[config.mk]
export PLATFORM = sky130hd
export DESIGN_NAME = dram_dma_flat
export DESIGN_NICKNAME = d
export VERILOG_FILES = /design/src/rtl/dma_pkg.sv /design/src/rtl/dram_dma_if.sv /design/src/rtl/dma_fifo.sv /design/src/rtl/dram_dma.sv /design/src/flat_wrapper.sv
export SDC_FILE = /design/constraint.sdc
export NUM_CORES = 1
export LEC_CHECK = 0
export CAP_MARGIN = 20
export CORE_MARGIN = 2
export CORE_UTILIZATION = 54
export CTS_CLUSTER_DIAMETER = 150
export DETAILED_ROUTE_END_ITERATION = 8
export PLACE_DENSITY = 0.8
export SKIP_LAST_GASP = 1
export SLEW_MARGIN = 20
export SYNTH_ARGS = -nofsm -noshare
export SYNTH_HDL_FRONTEND = slang
export SYNTH_SLANG_ARGS = --single-unit
[constraint.sdc]
create_clock -name clk -period 3.2 [get_ports clk]
set_clock_uncertainty 0.05 [all_clocks]
set_input_delay 0.48 -clock clk [delete_from_list [all_inputs] [get_ports clk]]
set_output_delay 0.48 -clock clk [all_outputs]
set_load 0.02 [all_outputs]
[src/rtl/dma_pkg.sv]
// Shared types and constants for the DRAM <-> stream sequencer.
package dma_pkg;

  typedef enum logic [1:0] {
    ST_IDLE  = 2'd0,
    ST_READ  = 2'd1,
    ST_WRITE = 2'd2,
    ST_DONE  = 2'd3
  } dma_state_e;

  localparam logic DIR_READ    = 1'b0;
  localparam logic DIR_WRITE   = 1'b1;
  localparam int   WORD_STRIDE = 4;

endpackage

[src/rtl/dram_dma_if.sv]
// Command, DRAM port and both streams of dram_dma; master is the sequencer side.
interface dram_dma_if #(
  parameter int ADDR_WIDTH = 20,
  parameter int DATA_WIDTH = 32,
  parameter int LEN_WIDTH  = 16
);
  logic                  start;
  logic                  dir;
  logic [ADDR_WIDTH-1:0] base_addr;
  logic [LEN_WIDTH-1:0]  len;
  logic                  busy;
  logic                  done;
  logic                  dram_we;
  logic [ADDR_WIDTH-1:0] dram_addr;
  logic [DATA_WIDTH-1:0] dram_din;
  logic [DATA_WIDTH-1:0] dram_dout;
  logic                  m_valid;
  logic                  m_ready;
  logic [DATA_WIDTH-1:0] m_data;
  logic                  s_valid;
  logic                  s_ready;
  logic [DATA_WIDTH-1:0] s_data;

  modport master (
    input  start, dir, base_addr, len, dram_dout, m_ready, s_valid, s_data,
    output busy, done, dram_we, dram_addr, dram_din, m_valid, m_data, s_ready
  );

  modport slave (
    output start, dir, base_addr, len, dram_dout, m_ready, s_valid, s_data,
    input  busy, done, dram_we, dram_addr, dram_din, m_valid, m_data, s_ready
  );
endinterface

[src/rtl/dma_fifo.sv]
// Show-ahead FIFO for DRAM read returns; head reads as zero when empty.
module dma_fifo #(
  parameter int DEPTH = 4,
  parameter int WIDTH = 32
) (
  input  logic                     clk,
  input  logic                     rst,
  input  logic                     push,
  input  logic [WIDTH-1:0]         din,
  input  logic                     pop,
  output logic [WIDTH-1:0]         dout,
  output logic [$clog2(DEPTH):0]   count
);
  localparam int AW = $clog2(DEPTH);
  localparam int CW = AW + 1;

  logic [WIDTH-1:0] mem [DEPTH];
  logic [AW-1:0]    wr_ptr;
  logic [AW-1:0]    rd_ptr;

  always_ff @(posedge clk) begin
    if (push) mem[wr_ptr] <= din;
  end

  // pointers wrap naturally because DEPTH is a power of two
  always_ff @(posedge clk or negedge rst) begin
    if (!rst) begin
      wr_ptr <= '0;
      rd_ptr <= '0;
      count  <= '0;
    end else begin
      if (push) wr_ptr <= wr_ptr + AW'(1);
      if (pop)  rd_ptr <= rd_ptr + AW'(1);
      case ({push, pop})
        2'b10:   count <= count + CW'(1);
        2'b01:   count <= count - CW'(1);
        default: count <= count;
      endcase
    end
  end

  assign dout = (count != '0) ? mem[rd_ptr] : '0;

endmodule

[src/rtl/dram_dma.sv]
// Moves len words between DRAM and the valid/ready streams; reads are credit-limited
// so every in-flight DRAM return always has a FIFO slot waiting for it.
//
// state    | meaning
// ST_IDLE  | waiting for start, command fields latched on acceptance
// ST_READ  | issuing DRAM reads, draining FIFO onto m_* stream
// ST_WRITE | accepting s_* words, each presented as a DRAM write next cycle
// ST_DONE  | one-cycle completion pulse, back to idle
module dram_dma
  import dma_pkg::*;
#(
  parameter int ADDR_WIDTH = 20,
  parameter int DATA_WIDTH = 32,
  parameter int LEN_WIDTH  = 16,
  parameter int FIFO_DEPTH = 4
) (
  input logic        clk,
  input logic        rst,
  dram_dma_if.master bus
);
  localparam int CW = $clog2(FIFO_DEPTH) + 1;
  localparam logic [CW:0] CREDIT = (CW+1)'(FIFO_DEPTH);

  dma_state_e state_q, state_d;

  logic [LEN_WIDTH-1:0]  len_q;
  logic [LEN_WIDTH-1:0]  issued_q;
  logic [LEN_WIDTH-1:0]  delivered_q;
  logic [LEN_WIDTH-1:0]  accepted_q;
  logic [ADDR_WIDTH-1:0] addr_q;
  logic [DATA_WIDTH-1:0] din_q;
  logic                  pend_q;
  logic                  we_q;
  logic                  busy_q;
  logic                  done_q;

  logic [CW-1:0]         fifo_count;
  logic [DATA_WIDTH-1:0] fifo_head;
  logic [CW:0]           occupancy;

  logic accept, issue, m_valid, pop, s_ready, s_fire, rd_last, wr_last;

  always_ff @(posedge clk or negedge rst) begin
    if (!rst) state_q <= ST_IDLE;
    else      state_q <= state_d;
  end

  always_comb begin
    state_d = state_q;
    case (state_q)
      ST_IDLE: begin
        if (bus.start) begin
          if (bus.len == '0)             state_d = ST_DONE;
          else if (bus.dir == DIR_WRITE) state_d = ST_WRITE;
          else                           state_d = ST_READ;
        end
      end
      ST_READ:  if (rd_last) state_d = ST_DONE;
      ST_WRITE: if (wr_last) state_d = ST_DONE;
      default:  state_d = ST_IDLE;
    endcase
  end

  assign occupancy = {1'b0, fifo_count} + {{CW{1'b0}}, pend_q};

  always_comb begin
    accept  = (state_q == ST_IDLE) && bus.start;
    issue   = (state_q == ST_READ) && (issued_q < len_q) && (occupancy < CREDIT);
    m_valid = (fifo_count != '0);
    pop     = m_valid && bus.m_ready;
    s_ready = (state_q == ST_WRITE) && (accepted_q < len_q);
    s_fire  = s_ready && bus.s_valid;
    // finish on the handshake that delivers the last word, not a cycle later
    rd_last = pop && (delivered_q == len_q - LEN_WIDTH'(1));
    wr_last = we_q && (accepted_q == len_q);
  end

  always_ff @(posedge clk or negedge rst) begin
    if (!rst) begin
      len_q       <= '0;
      issued_q    <= '0;
      delivered_q <= '0;
      accepted_q  <= '0;
      addr_q      <= '0;
      din_q       <= '0;
      pend_q      <= 1'b0;
      we_q        <= 1'b0;
      busy_q      <= 1'b0;
      done_q      <= 1'b0;
    end else begin
      busy_q <= (state_d != ST_IDLE);
      done_q <= (state_d == ST_DONE);
      pend_q <= issue;
      we_q   <= s_fire;
      if (accept) begin
        len_q       <= bus.len;
        issued_q    <= '0;
        delivered_q <= '0;
        accepted_q  <= '0;
        addr_q      <= bus.base_addr;
      end
      if (issue) begin
        issued_q <= issued_q + LEN_WIDTH'(1);
        addr_q   <= addr_q + ADDR_WIDTH'(WORD_STRIDE);
      end
      if (pop) delivered_q <= delivered_q + LEN_WIDTH'(1);
      // the first write goes to base itself, later ones step from the previous one
      if (s_fire) begin
        accepted_q <= accepted_q + LEN_WIDTH'(1);
        din_q      <= bus.s_data;
        if (accepted_q != '0) addr_q <= addr_q + ADDR_WIDTH'(WORD_STRIDE);
      end
    end
  end

  dma_fifo #(
    .DEPTH (FIFO_DEPTH),
    .WIDTH (DATA_WIDTH)
  ) u_fifo (
    .clk   (clk),
    .rst   (rst),
    .push  (pend_q),
    .din   (bus.dram_dout),
    .pop   (pop),
    .dout  (fifo_head),
    .count (fifo_count)
  );

  assign bus.busy      = busy_q;
  assign bus.done      = done_q;
  assign bus.dram_we   = we_q;
  assign bus.dram_addr = addr_q;
  assign bus.dram_din  = din_q;
  assign bus.m_valid   = m_valid;
  assign bus.m_data    = fifo_head;
  assign bus.s_ready   = s_ready;

endmodule

[src/flat_wrapper.sv]
// flat-port wrapper written by rule: the top's interface ports become plain ports
module dram_dma_flat import dma_pkg::*;
#(
  parameter int ADDR_WIDTH = 20,
  parameter int DATA_WIDTH = 32,
  parameter int LEN_WIDTH  = 16,
  parameter int FIFO_DEPTH = 4
)
  (clk, rst, bus_start, bus_dir, bus_base_addr, bus_len, bus_dram_dout, bus_m_ready, bus_s_valid, bus_s_data, bus_busy, bus_done, bus_dram_we, bus_dram_addr, bus_dram_din, bus_m_valid, bus_m_data, bus_s_ready);
  dram_dma_if #(.ADDR_WIDTH(ADDR_WIDTH), .DATA_WIDTH(DATA_WIDTH), .LEN_WIDTH(LEN_WIDTH)) bus_i ();
  input logic clk;
  input logic rst;
  input wire logic [$bits(bus_i.start)-1:0] bus_start;
  input wire logic [$bits(bus_i.dir)-1:0] bus_dir;
  input wire logic [$bits(bus_i.base_addr)-1:0] bus_base_addr;
  input wire logic [$bits(bus_i.len)-1:0] bus_len;
  input wire logic [$bits(bus_i.dram_dout)-1:0] bus_dram_dout;
  input wire logic [$bits(bus_i.m_ready)-1:0] bus_m_ready;
  input wire logic [$bits(bus_i.s_valid)-1:0] bus_s_valid;
  input wire logic [$bits(bus_i.s_data)-1:0] bus_s_data;
  output wire logic [$bits(bus_i.busy)-1:0] bus_busy;
  output wire logic [$bits(bus_i.done)-1:0] bus_done;
  output wire logic [$bits(bus_i.dram_we)-1:0] bus_dram_we;
  output wire logic [$bits(bus_i.dram_addr)-1:0] bus_dram_addr;
  output wire logic [$bits(bus_i.dram_din)-1:0] bus_dram_din;
  output wire logic [$bits(bus_i.m_valid)-1:0] bus_m_valid;
  output wire logic [$bits(bus_i.m_data)-1:0] bus_m_data;
  output wire logic [$bits(bus_i.s_ready)-1:0] bus_s_ready;
  assign bus_i.start = bus_start;
  assign bus_i.dir = bus_dir;
  assign bus_i.base_addr = bus_base_addr;
  assign bus_i.len = bus_len;
  assign bus_i.dram_dout = bus_dram_dout;
  assign bus_i.m_ready = bus_m_ready;
  assign bus_i.s_valid = bus_s_valid;
  assign bus_i.s_data = bus_s_data;
  assign bus_busy = bus_i.busy;
  assign bus_done = bus_i.done;
  assign bus_dram_we = bus_i.dram_we;
  assign bus_dram_addr = bus_i.dram_addr;
  assign bus_dram_din = bus_i.dram_din;
  assign bus_m_valid = bus_i.m_valid;
  assign bus_m_data = bus_i.m_data;
  assign bus_s_ready = bus_i.s_ready;
  dram_dma #(.ADDR_WIDTH(ADDR_WIDTH), .DATA_WIDTH(DATA_WIDTH), .LEN_WIDTH(LEN_WIDTH), .FIFO_DEPTH(FIFO_DEPTH)) u_core (.clk(clk), .rst(rst), .bus(bus_i));
endmodule
Yosys cells after proc, flatten, opt, wreduce, memory -nomap -nowiden

Memories as Yosys holds them, arrays and structs flattened.
Index checks and enable logic that the tools add are counted.

Equality and inequality tests: 7
Reductions and logical operators: 17
Magnitude comparators: 3
Mux-type cells: 18
Add/sub/neg operators: 10

Operators by type and width:

| cell                    | number |
|---|---|
| $mux W20                | 4 |
| $mux W16                | 4 |
| $add A16 B1 Y16 const B | 3 |
| $eq A16 B16 Y1          | 2 |
| $lt A16 B16 Y1          | 2 |
| $mux W32                | 1 |
| $add A20 B3 Y20 const B | 1 |
| $logic_not A16 Y1       | 1 |
| $reduce_bool A16 Y1     | 1 |
| $sub A16 B1 Y16 const B | 1 |
| $mux W2                 | 5 |
| $reduce_bool A2 Y1      | 5 |
| $logic_and A1 B1 Y1     | 8 |
| $eq A2 B2 Y1 const B    | 3 |
| $pmux W2 S3             | 1 |
| $pmux W3 S2             | 1 |
| $add A2 B1 Y2 const B   | 2 |
| $add A3 B1 Y4           | 1 |
| $eq A2 B1 Y1 const B    | 2 |
| $lt A4 B3 Y1 const B    | 1 |
| $add A3 B1 Y3 const B   | 1 |
| $reduce_bool A3 Y1      | 1 |
| $sub A3 B1 Y3 const B   | 1 |
| $logic_not A2 Y1        | 1 |
| $mux W1                 | 2 |

Output and inout bits: 89
Memory bits (writable): 128
Bits in registers: 129
Input port bits: 106
Memories: 1

Memory list:

| name              | depth | bits a word | read ports | clocked after Yosys merged registers in | wr ports | line           | source |
|---|---|---|---|---|---|---|---|
| u_core.u_fifo.mem | 4     | 32          | 1          | 0                                       | 1        | dma_fifo.sv:17 | `logic [WIDTH-1:0] mem [DEPTH];` |

Depth between registers and ports, before layout

Depth after elaboration: 6
Gate-level depth with buffers: 12
Mapped depth without buffers: 9

By module

A second synthesis with hierarchy kept.

Cells, all modules: 1002
Area total of the unflattened synthesis: 11989.0 um2

Modules (own cells, without submodules):

| module   | area an instance (um2) | cells each | sequential area each (um2) | instances |
|---|---|---|---|---|
| dram_dma | 6760.2                 | 764        | 3052.9                     | 1 |
| dma_fifo | 5228.8                 | 238        | 4018.9                     | 1 |

Worst setup path after synthesis

OpenSTA, ideal clock, no wires.

Path kind: register to register
From: register u_core.len_q[2]
To: register u_core.addr_q[19], in the netlist u_core.bus.dram_addr[19]
Setup time: 0.123 ns
Arrival time: 2.402 ns
Clock period less this slack: 2.575 ns
Cell stages (with the launch flop): 10
Path buffers: 0
Slack: 0.625 ns
Cell sequence: dfrtp_1 > inv_1 > ha_1 > and4_4 > o21a_1 > o31ai_2 > nand4_4 > o22ai_4 > mux2_2 > o221a_2

Cells in the longest elaborated chain, start to end: 6
Elaborated cells between the ends (all ways): 9
Classes of those cells: order compare (2); mux (3); reduce/logical (4)

Ends and longest elaborated chain:

| what                              | line            | source |
|---|---|---|
| from (decl)                       | dram_dma.sv:26  | `logic [LEN_WIDTH-1:0] len_q;` |
| from (signal assigned)            | dram_dma.sv:96  | `len_q <= bus.len;` |
| $lt A16 B16 Y1                    | dram_dma.sv:68  | `issue = (state_q == ST_READ) && (issued_q < len_q) && (occupancy < CREDIT);` |
| $logic_and A1 B1 Y1 (2 in series) | dram_dma.sv:68  |  |
| $mux W20                          | dram_dma.sv:102 | `if (issue) begin` |
| $mux W20                          | dram_dma.sv:111 | `if (accepted_q != '0) addr_q <= addr_q + ADDR_WIDTH'(WORD_STRIDE);` |
| $mux W20 *                        | dram_dma.sv:108 | `if (s_fire) begin` |
| to (signal assigned)              | dram_dma.sv:100 | `addr_q <= bus.base_addr;` |
| to (signal assigned)              | dram_dma.sv:104 | `addr_q <= addr_q + ADDR_WIDTH'(WORD_STRIDE);` |
| to (signal assigned)              | dram_dma.sv:111 |  |
| to (decl)                         | dram_dma.sv:30  | `logic [ADDR_WIDTH-1:0] addr_q;` |

Every way passes the cells marked *; elsewhere a longest branch is shown, timed or not.
A chain may end at the register's enable or synchronous reset.

Worst setup path in the final report

From: register u_core.u_fifo.rd_ptr[0]
To: output bus_m_data[2]

Cells in the longest elaborated chain, start to end: 2

Ends and longest elaborated chain:

| what                   | line               | source |
|---|---|---|
| from (decl)            | dma_fifo.sv:19     | `logic [AW-1:0] rd_ptr;` |
| from (signal assigned) | dma_fifo.sv:33     | `if (pop) rd_ptr <= rd_ptr + AW'(1);` |
| $mem_v2 Z4 W32         | -                  |  |
| $mux W32               | dma_fifo.sv:42     | `assign dout = (count != '0) ? mem[rd_ptr] : '0;` |
| to (decl)              | flat_wrapper.sv:27 | `output wire logic [$bits(bus_i.m_data)-1:0] bus_m_data;` |

No other way between the ends.

==> impl_metrics.yaml <==
outcome:
  status: "finished, final reports clean"
grt:
  grt_max_degree: 56
  grt_overflow_total: 0
  grt_first_pass_wirelength_um: 46990
  grt_util_all_layers_pct: 24.76
  antenna_found_initial: 0
  grt_pass1_vias: 8933
cts:
  cts_tree: "yes"
  cts_max_level: 1
  root_buffer: "clkbuf_16"
  clock_latency_ns: 0.55
  clock_path_buffers: 3
  clock_sinks: 257
  clkTransAtPathRegs_ns: 0.06
  numCtsBuffers: 26
  post-cts-setup-buffer-count: 0
timing:
  max_freq_mhz: 320.0
  maxSlewHeadroom_pct: 47.56
  min_period_ns: 3.125
  maxSlewViolCount: 0
  rsz0062_at_grt: "no"
  hold_viol_final: 0
  fin_crit_sh_pct: 97.66
  finalSetupViolCount: 0
  fin_tns_setup_ns: 0
  worst_pin_slew_ns: 0.7858
power_and_ir_drop:
  clockPowerShare_pct: 22.2
  power_switching_mw: 4.926
  seq_power_share_pct: 35.4
  p_int_mw: 8.583
  switching_share_pct: 36.46
  power_frac_comb_pct: 42.4
  vdd.ir_drop.worst_mv: 0.5817
  leakagePower_nw: 6.187
  p_per_area_mw_per_mm2: 875.4
floorplan:
  die_x_um: 154.2
  fp.coreArea_mm2: 0.02196
  start_util_pct: 55.46
  die_area_mm2: 0.02377
  rows: 54
  ios: 195
  die_h_um: 154.2
logic_synthesis:
  ys_seq_elements: 257
  syn_inst: 1020
  synth.area.top_cells: "edfxtp_1 (32%), dfrtp_1 (27%), mux4_2 (5.9%), nand2_1 (5.4%), ha_1 (4.3%)"
  synth_edf_count: 128
  synth_most_common_cell: "nand2_1"
  ys_seq_area_share_pct: 58.07
  synth_nets: 1169
  synth_cell_types: 59
  avgSynthCellArea_um2: 11.94
  yosysWarnings: 0
  yosysTopAreaCellShare_pct: 31.56
  ys_top_cells_by_count: "nand2_1 (175), dfrtp_1 (129), edfxtp_1 (128), o21ai_0 (55), nand3_1 (47)"
  async_reset_ff_share_pct: 50.19
  yosysTopAreaCell: "edfxtp_1"
  syn_area_mm2: 0.01218
  synth_ff_type: "dfrtp_1"
setup_path:
  path_max_fanout: 13
  path_class: "flip-flop to output pin"
  endpoint_kind: "output pin"
  cp-startpoint: "u_core.u_fifo.rd_ptr[0]"
  worstPathArrival_ns: 2.60
  cp-start-kind: "flip-flop"
  rr_startpoint: "u_core.len_q[0]"
  crit_required_ns: 2.67
worst_hold_path:
  min_path_type: "primary input to flip-flop"
  worstHoldStart: "bus_s_data[3]"
routing:
  detail_route.wl_per_cell_um: 18.91
  via_count: 8914
  drc_errors: 0
  wirelength_um: 29010
  drt_iter0_markers: 675
  viasPerCell: 5.811
  drt_first_pass_iters: 6
  ant_nets: 0
place:
  dp_cells: 1485
  numPortBuffers: 194
  globalplace.congestion: 0.9076
  dp_hpwl_um: 19960
final_layout:
  n_antenna_cell: 0
  stdcell_count: 1534
  num-fill-cells: 1491
  nets: 1383
  area_growth_pct: 26.72
  drive_gt1_share_pct: 10.29
flow_run:
  maxCapViolCount: 0
-- cell usage in the layout (no fill, tap or decap), types with 7 or more instances in the layout --
cell,instances
nor2_1,42
a21oi_1,20
and3_1,24
mux4_2,32
nor4_1,15
o21a_1,8
xor2_1,12
nand3_1,47
mux2i_1,26
and2_1,38
nand4_1,22
xnor2_1,15
buf_4,29
a31oi_1,13
clkbuf_16,26
nor3_1,18
dfrtp_1,127
mux2_2,12
inv_1,32
nand2_1,175
clkdlybuf4s50_1,192
nand2b_1,7
edfxtp_1,128
o21ai_0,55
clkinv_1,10
ha_1,42
-- worst paths after layout --
kind	endpoint	slack, ns	depth (start not counted)
max in group asynchronous	u_core.u_fifo.rd_ptr[0]	1.77	3
setup / recovery	bus_m_data[2]	0.07	4
min in group asynchronous	u_core.bus.dram_addr[15]	0.49	2
hold / removal	u_core.bus.dram_din[3]	0.41	3
hold reg to reg	u_core.bus.dram_din[4]	0.42	2
setup reg to reg	u_core.bus.done	0.30	9
-- timing repair --
action / 4_1_cts / 5_1_grt
hold buffers: 1 / 0
resized for setup: 2 / 5
endpoints found under the setup margin: 3 / 1
hold endpoints to repair: 51 / 0
-- power groups by stage --
| stage | sequential, mW | combinational [mW] | clock (mW) |
|---|---|---|---|
| 6_report | 4.79 | 5.72 | 3.00 |
| 5_1_grt | 4.88 | 6.20 | 3.17 |
| 4_1_cts | 4.78 | 5.75 | 3.05 |
| 3_5_place_dp | 4.82 | 5.69 | 0 |
| 3_3_place_gp | 4.80 | 5.56 | 0 |
| 2_1_floorplan | 5.03 | 3.11 | 0 |
-- through the flow --
step | setup WS (ns) | hold slack [ns] | cell area (um2) | power (mW) | utilization (%)
CTS | 0.02549 | 0.3959 | 15420 | 13.58 | 70.23
global placement | 0.3734 | 0.4074 | 14570 | 10.35 | 66.35
detailed placement | 0.3445 | 0.4120 | 14570 | 10.52 | 66.35
floorplan | 0.6251 | 0.1344 | 12180 | 8.140 | -
finish | 0.07491 | 0.4106 | 15430 | 13.51 | 70.28
global route | 0.002439 | 0.4097 | 15430 | 14.25 | 70.28
-- kinds of logic after synthesis --
family	count (synthesis)	share of synthesized area [%]
multiplexers	70	9.165
flip-flops	257	58.07
AND/OR/NAND/NOR	415	16.79
adder cells (fa/ha/maj)	43	4.480
AO/OA/AOI/OAI	134	7.110
XOR/XNOR	27	1.942
buffers and inverters	74	2.445
-- routing by layer --
| layer | vias up | global-route usage, % | share of wire [%] |
|---|---|---|---|
| li1 | 4164 | - | - |
| met1 | 4366 | 31.92 | 40 |
| met2 | 346 | 43.09 | 50 |
| met3 | 38 | 5.212 | 7.4 |
| met4 | 0 | 6.364 | 1.8 |
| met5 | - | 0 | 0 |
-- layout make-up --
type                            count  area, um2  area share [%]
Timing Repair Buffer              226       2215           14.35
Clock inverter                     18      173.9           1.127
Clock buffer                       30      665.6           4.313
Tap cell                          280      350.3           2.270
Inverter                           34      127.6          0.8270
Sequential cell                   257       7077           45.86
Multi-Input combinational cell    689       4823           31.26
-- critical path: stages, from the launching register on --
cell and delay [ns]:
dfrtp_4 0.57, buf_12 0.21, mux4_2 0.52, and2_1 0.19, clkdlybuf4s50_1 0.57
-- sequential cells by signal, indices dropped and copies added (netlist names), 2 cells and up --
name	count
u_core.u_fifo.mem	128
u_core.bus.dram_addr	20
u_core.issued_q	16
u_core.u_fifo.wr_ptr	2
u_core.bus.dram_din	32
u_core.len_q	16
u_core.accepted_q	16
u_core.delivered_q	16
u_core.state_q	2
u_core.u_fifo.count	3
u_core.u_fifo.rd_ptr	2
Power figures use the tool's default switching activity.
